<file path="src/rtl/adaptor_types.sv">
// Shared types for the cacheline adaptor interface.
package adaptor_types;
  typedef logic [255:0] line_t;
endpackage

</file>
<file path="src/rtl/arb_types.sv">
// Arbiter state encoding and address type shared by the I/D line arbiter.
package arb_types;
  localparam int ADDR_W = 32;

  typedef logic [ADDR_W-1:0] addr_t;

  typedef enum logic [1:0] {
    IDLE  = 2'd0,
    GNT_I = 2'd1,
    GNT_D = 2'd2,
    DONE  = 2'd3
  } arb_state_e;
endpackage

</file>
<file path="src/rtl/sat_counter.sv">
// Saturating up-counter: increments by one per cycle with inc_i, sticks at all-ones.
module sat_counter #(
  parameter int W = 16
) (
  input  logic         clk,
  input  logic         rst_n,
  input  logic         inc_i,
  output logic [W-1:0] count_o
);

  logic [W-1:0] count_q;
  logic [W-1:0] count_d;

  always_comb begin
    count_d = count_q;
    if (inc_i && (count_q != {W{1'b1}})) begin
      count_d = count_q + W'(1);
    end
  end

  always_ff @(posedge clk or negedge rst_n) begin
    if (!rst_n) begin
      count_q <= '0;
    end else begin
      count_q <= count_d;
    end
  end

  assign count_o = count_q;

endmodule

</file>
<file path="src/rtl/line_arbiter.sv">
// Round-robin arbiter sharing one cacheline adaptor between I and D caches.
// Request registered on the grant edge; resp and line forwarded combinationally.
module line_arbiter
  import arb_types::*;
  import adaptor_types::*;
#(
  parameter int CNT_W = 16
) (
  input  logic             clk,
  input  logic             reset_n,

  input  logic             i_read_i,
  input  logic [31:0]      i_addr_i,
  output line_t            i_line_o,
  output logic             i_resp_o,

  input  logic             d_read_i,
  input  logic             d_write_i,
  input  logic [31:0]      d_addr_i,
  input  line_t            d_line_i,
  output line_t            d_line_o,
  output logic             d_resp_o,

  output logic             m_read_o,
  output logic             m_write_o,
  output logic [31:0]      m_addr_o,
  output line_t            m_line_o,
  input  line_t            m_line_i,
  input  logic             m_resp_i,

  output logic [CNT_W-1:0] conflict_cnt_o
);

  arb_state_e state_q, state_d;
  logic       last_d_q, last_d_d;   // 1 when D held the most recent grant
  logic       m_read_q, m_read_d;
  logic       m_write_q, m_write_d;
  addr_t      m_addr_q, m_addr_d;
  line_t      m_line_q, m_line_d;

  logic       i_pend;
  logic       d_pend;
  logic       conflict;

  assign i_pend   = i_read_i;
  assign d_pend   = d_read_i | d_write_i;
  assign conflict = (state_q == IDLE) && i_pend && d_pend;

  always_comb begin
    state_d   = state_q;
    last_d_d  = last_d_q;
    m_read_d  = m_read_q;
    m_write_d = m_write_q;
    m_addr_d  = m_addr_q;
    m_line_d  = m_line_q;

    case (state_q)
      IDLE: begin
        // On a tie the port that did not win last time goes first.
        if (d_pend && (!i_pend || !last_d_q)) begin
          state_d   = GNT_D;
          last_d_d  = 1'b1;
          m_addr_d  = d_addr_i;
          m_line_d  = d_line_i;
          m_write_d = d_write_i;
          m_read_d  = d_read_i & ~d_write_i;
        end else if (i_pend) begin
          state_d   = GNT_I;
          last_d_d  = 1'b0;
          m_addr_d  = i_addr_i;
          m_write_d = 1'b0;
          m_read_d  = 1'b1;
        end
      end
      GNT_I, GNT_D: begin
        if (m_resp_i) begin
          state_d   = DONE;
          m_read_d  = 1'b0;
          m_write_d = 1'b0;
        end
      end
      DONE: begin
        state_d = IDLE;
      end
      default: begin
        state_d = IDLE;
      end
    endcase
  end

  always_ff @(posedge clk or negedge reset_n) begin
    if (!reset_n) begin
      state_q   <= IDLE;
      last_d_q  <= 1'b0;
      m_read_q  <= 1'b0;
      m_write_q <= 1'b0;
      m_addr_q  <= '0;
      m_line_q  <= '0;
    end else begin
      state_q   <= state_d;
      last_d_q  <= last_d_d;
      m_read_q  <= m_read_d;
      m_write_q <= m_write_d;
      m_addr_q  <= m_addr_d;
      m_line_q  <= m_line_d;
    end
  end

  sat_counter #(
    .W (CNT_W)
  ) u_conflict_cnt (
    .clk     (clk),
    .rst_n   (reset_n),
    .inc_i   (conflict),
    .count_o (conflict_cnt_o)
  );

  // resp is qualified by the granted state only, so stray resp in IDLE/DONE is dropped.
  assign i_resp_o  = reset_n && m_resp_i && (state_q == GNT_I);
  assign d_resp_o  = reset_n && m_resp_i && (state_q == GNT_D);
  assign i_line_o  = m_line_i;
  assign d_line_o  = m_line_i;

  assign m_read_o  = m_read_q;
  assign m_write_o = m_write_q;
  assign m_addr_o  = m_addr_q;
  assign m_line_o  = m_line_q;

endmodule

</file>
<file path="config.mk">
export PLATFORM = sky130hd
export DESIGN_NAME = line_arbiter
export DESIGN_NICKNAME = d
export VERILOG_FILES = /design/src/rtl/adaptor_types.sv /design/src/rtl/arb_types.sv /design/src/rtl/sat_counter.sv /design/src/rtl/line_arbiter.sv
export SDC_FILE = /design/constraint.sdc
export NUM_CORES = 1
export LEC_CHECK = 0
export ABC_CLOCK_PERIOD_IN_PS = 6200
export BUFFER_PORTS_ARGS = -buffer_cell sky130_fd_sc_hd__buf_2
export CAP_MARGIN = 0
export CORE_AREA = 2 2 541 543
export DETAILED_ROUTE_END_ITERATION = 8
export DIE_AREA = 0 0 543 545
export SLEW_MARGIN = 0
export SYNTH_ARGS = -nofsm -noshare
export SYNTH_HDL_FRONTEND = slang
export SYNTH_SLANG_ARGS = --single-unit
</file>
<file path="constraint.sdc">
create_clock -name clk -period 6.2 [get_ports clk]
set_input_delay 0.93 -clock clk [delete_from_list [all_inputs] [get_ports clk]]
set_output_delay 0.93 -clock clk [all_outputs]
set_load 0.05 [all_outputs]
</file>
==> flow_summary.toml <==
[floorplan]
fp.dieArea_mm2 = 0.296
ios = 1402
die_x_um = 543
fp.dieH_um = 545
num_rows = 198
initial_core_util_pct = 5.47
design.core.area_mm2 = 0.290

[power_and_ir_drop]
leakage_nw = 8.63
total_power_w = 0.0144
p_per_area_mw_per_mm2 = 670
irDropWorstVdd_uv = 398

[route]
drt_first_pass_iters = 7
vias = 10700
drc = 0
drtAntennaViolNets = 0
first_iter_violations = 533
vias_per_cell = 1.98
wl_per_cell_um = 29.2
routed_wl_um = 157000

[worst_setup_path]
cpPeakStageDelay_ns = 0.54
reg2reg_depth = 5
r2r_slack_ns = 3.35
path_max_fanout = 131
regToRegStartpoint = "state_q[0]"
start_kind = "register"
reg2reg_to = "m_line_o[86]"
worstPathCellList = "inv_1, ha_1, nand2_4, buf_12, mux2_2"
end_kind = "register"
required_ns = 6.69
cp_slowest_cell = "mux2_2"
cp.arrival_ns = 3.34
path_class = "register to register"

[global_routing]
grt_pass1_vias = 11000
gr-usage-all-layers_pct = 10.1
grt_pass1_wl_um = 179000
grt_max_degree = 132
antenna_found_initial = 92
grt-ovfl-total = 0

[worst_hold_path]
hold_class = "input pin to async pin"

[timing]
slew_viol_final = 0
layout_min_cycle_time_ns = 2.85
max_slew_margin_pct = 14.3
hold_viol_final = 0
fin_crit_sh_pct = 46.0
fin_tns_setup_ns = 0
rsz0062_at_grt = "no"
fin_skew_ns = 0.0267
worst_pin_slew_ns = 1.28
finalSetupViolations = 0
max_freq_ghz = 0.350
holdWs_ns = 0.164

[synth]
ys_ff_latch = 309
netlist_instances = 1308
synth.avg_cell_area_um2 = 12.1
synthArstFlopShare_pct = 100
synth_cell_types = 36
synth_edf_count = 0
ys_seq_area_share_pct = 48.7
syn_area_mm2 = 0.0159
synth_fp_nets = 1895
yosysWarnings = 0
synth_flop_cell = "dfrtp_1"

[final_layout]
multi_input_area_mm2 = 0.00411
final_common_cell = "buf_2"
seqCellArea_mm2 = 0.00773
fin_cells = 5385
drive_above_1_share_pct = 66.5
syn_to_final_growth_pct = 35.1
mostFrequentLayoutCells = "buf_2, dfrtp_1, mux2_2"
fillers = 33800
utilization_pct = 7.39
fin_nets = 2026

[placement]
gp_congestion = 0.815
hpwlAfterDp_um = 143000
place_inst = 5296
place.port_buffers = 633

[clock_network]
clock_latency_ns = 0.62
cts_buffers = 41
path_clk_slew_ns = 0.06
ctsHoldBuffers = 0
cts_setup_buffers = 0
h-tree-depth = 2
clock-sinks = 309
clockRootBuffer = "clkbuf_16"
cts_resized = 0
clockBufferDepth = 3
cts_tree = "done"

[run_status]
outcome = "finished clean"

[flow_run]
maxCapViolations = 0
## through the flow
| stage | area, µm² | setup WS, ns |
|---|---|---|
| detailed placement | 20000 | 2.93 |
| global placement | 20000 | 2.96 |
| finish | 21400 | 3.35 |
| CTS | 21400 | 3.40 |
| floorplan | 15900 | 3.78 |
| global route | 21400 | 3.28 |
## final cells by class
| type | instances | share of cell area, % |
|---|---|---|
| antenna | 14 | 0.163 |
| clock buffer | 50 | 5.22 |
| clock inverter | 25 | 1.22 |
| inverter | 6 | 0.105 |
| multi-input combinational | 440 | 19.2 |
| sequential | 309 | 36.1 |
| tap | 3900 | 22.8 |
| timing repair buffer | 641 | 15.3 |
## critical path: cells and delay by family (launching register included)
family / cells / cell delay (ns)
DFF: 1 / 0.40
muxes: 1 / 0.54
adders and majority gates: 1 / 0.40
buffers and inverters: 2 / 0.50
and+or+nand+nor: 1 / 0.44
## kinds of logic after synthesis
| group | after synthesis | share of synthesized area (%) |
|---|---|---|
| muxes | 294 | 20.6 |
| buffers and inverters | 559 | 25.6 |
| xor gates and xnor gates | 8 | 0.442 |
| and+or+nand+nor | 82 | 2.45 |
| AOI/OAI and AO/OA | 51 | 1.80 |
| adders and majority gates | 5 | 0.394 |
| DFF | 309 | 48.7 |
## report_power, final
part	leakage [nW]	total, W	internal, W	switching [W]
logic	4.25	0.00826	0.00180	0.00646
clock network	0.679	0.00253	0.00144	0.00109
registers	3.69	0.00357	0.00302	0.000550
## synth_stat cells, drive strengths merged (5+ instances only)
master	number	share of area, %
clkbuf	11	0.28
ha	5	0.39
mux2	260	18
mux2i	34	2.1
nor3	5	0.16
a21oi	8	0.25
inv	6	0.14
nor2	6	0.14
o21ai	34	1.1
nand2	44	1.0
dfrtp	309	49
nand3	7	0.22
buf	542	25
xor2	5	0.28
nand4	6	0.24
## worst max path at each step
stage | slack, ns | cells past startpoint | from | endpoint
after CTS | 3.40 | 5 | state_q[0] | m_line_o[100]
after global placement | 2.96 | 6 | d_read_i | m_line_o[86]
after detailed placement | 2.93 | 6 | d_write_i | m_line_o[80]
after floorplan | 3.78 | 6 | d_write_i | u_conflict_cnt.count_o[15]
after global routing | 3.28 | 5 | state_q[0] | m_line_o[78]
final | 3.35 | 5 | state_q[0] | m_line_o[86]
## metal layers
layer  track usage, %  up-vias  share of wire, %
met5            0.308        -             0.098
met4             4.59        6               4.7
met3             15.4      369                33
met2             15.3     1350                43
met1             5.50     4847                19
li1                 -     4112                 -
## flip-flops by register name (all words and copies together) (netlist names)
| register | count |
|---|---|
| state_q | 2 |
| m_read_o | 1 |
| m_line_o | 256 |
| u_conflict_cnt.count_o | 16 |
| m_addr_o | 32 |
| last_d_q | 1 |
| m_write_o | 1 |
(Power assumes the default switching activity.)
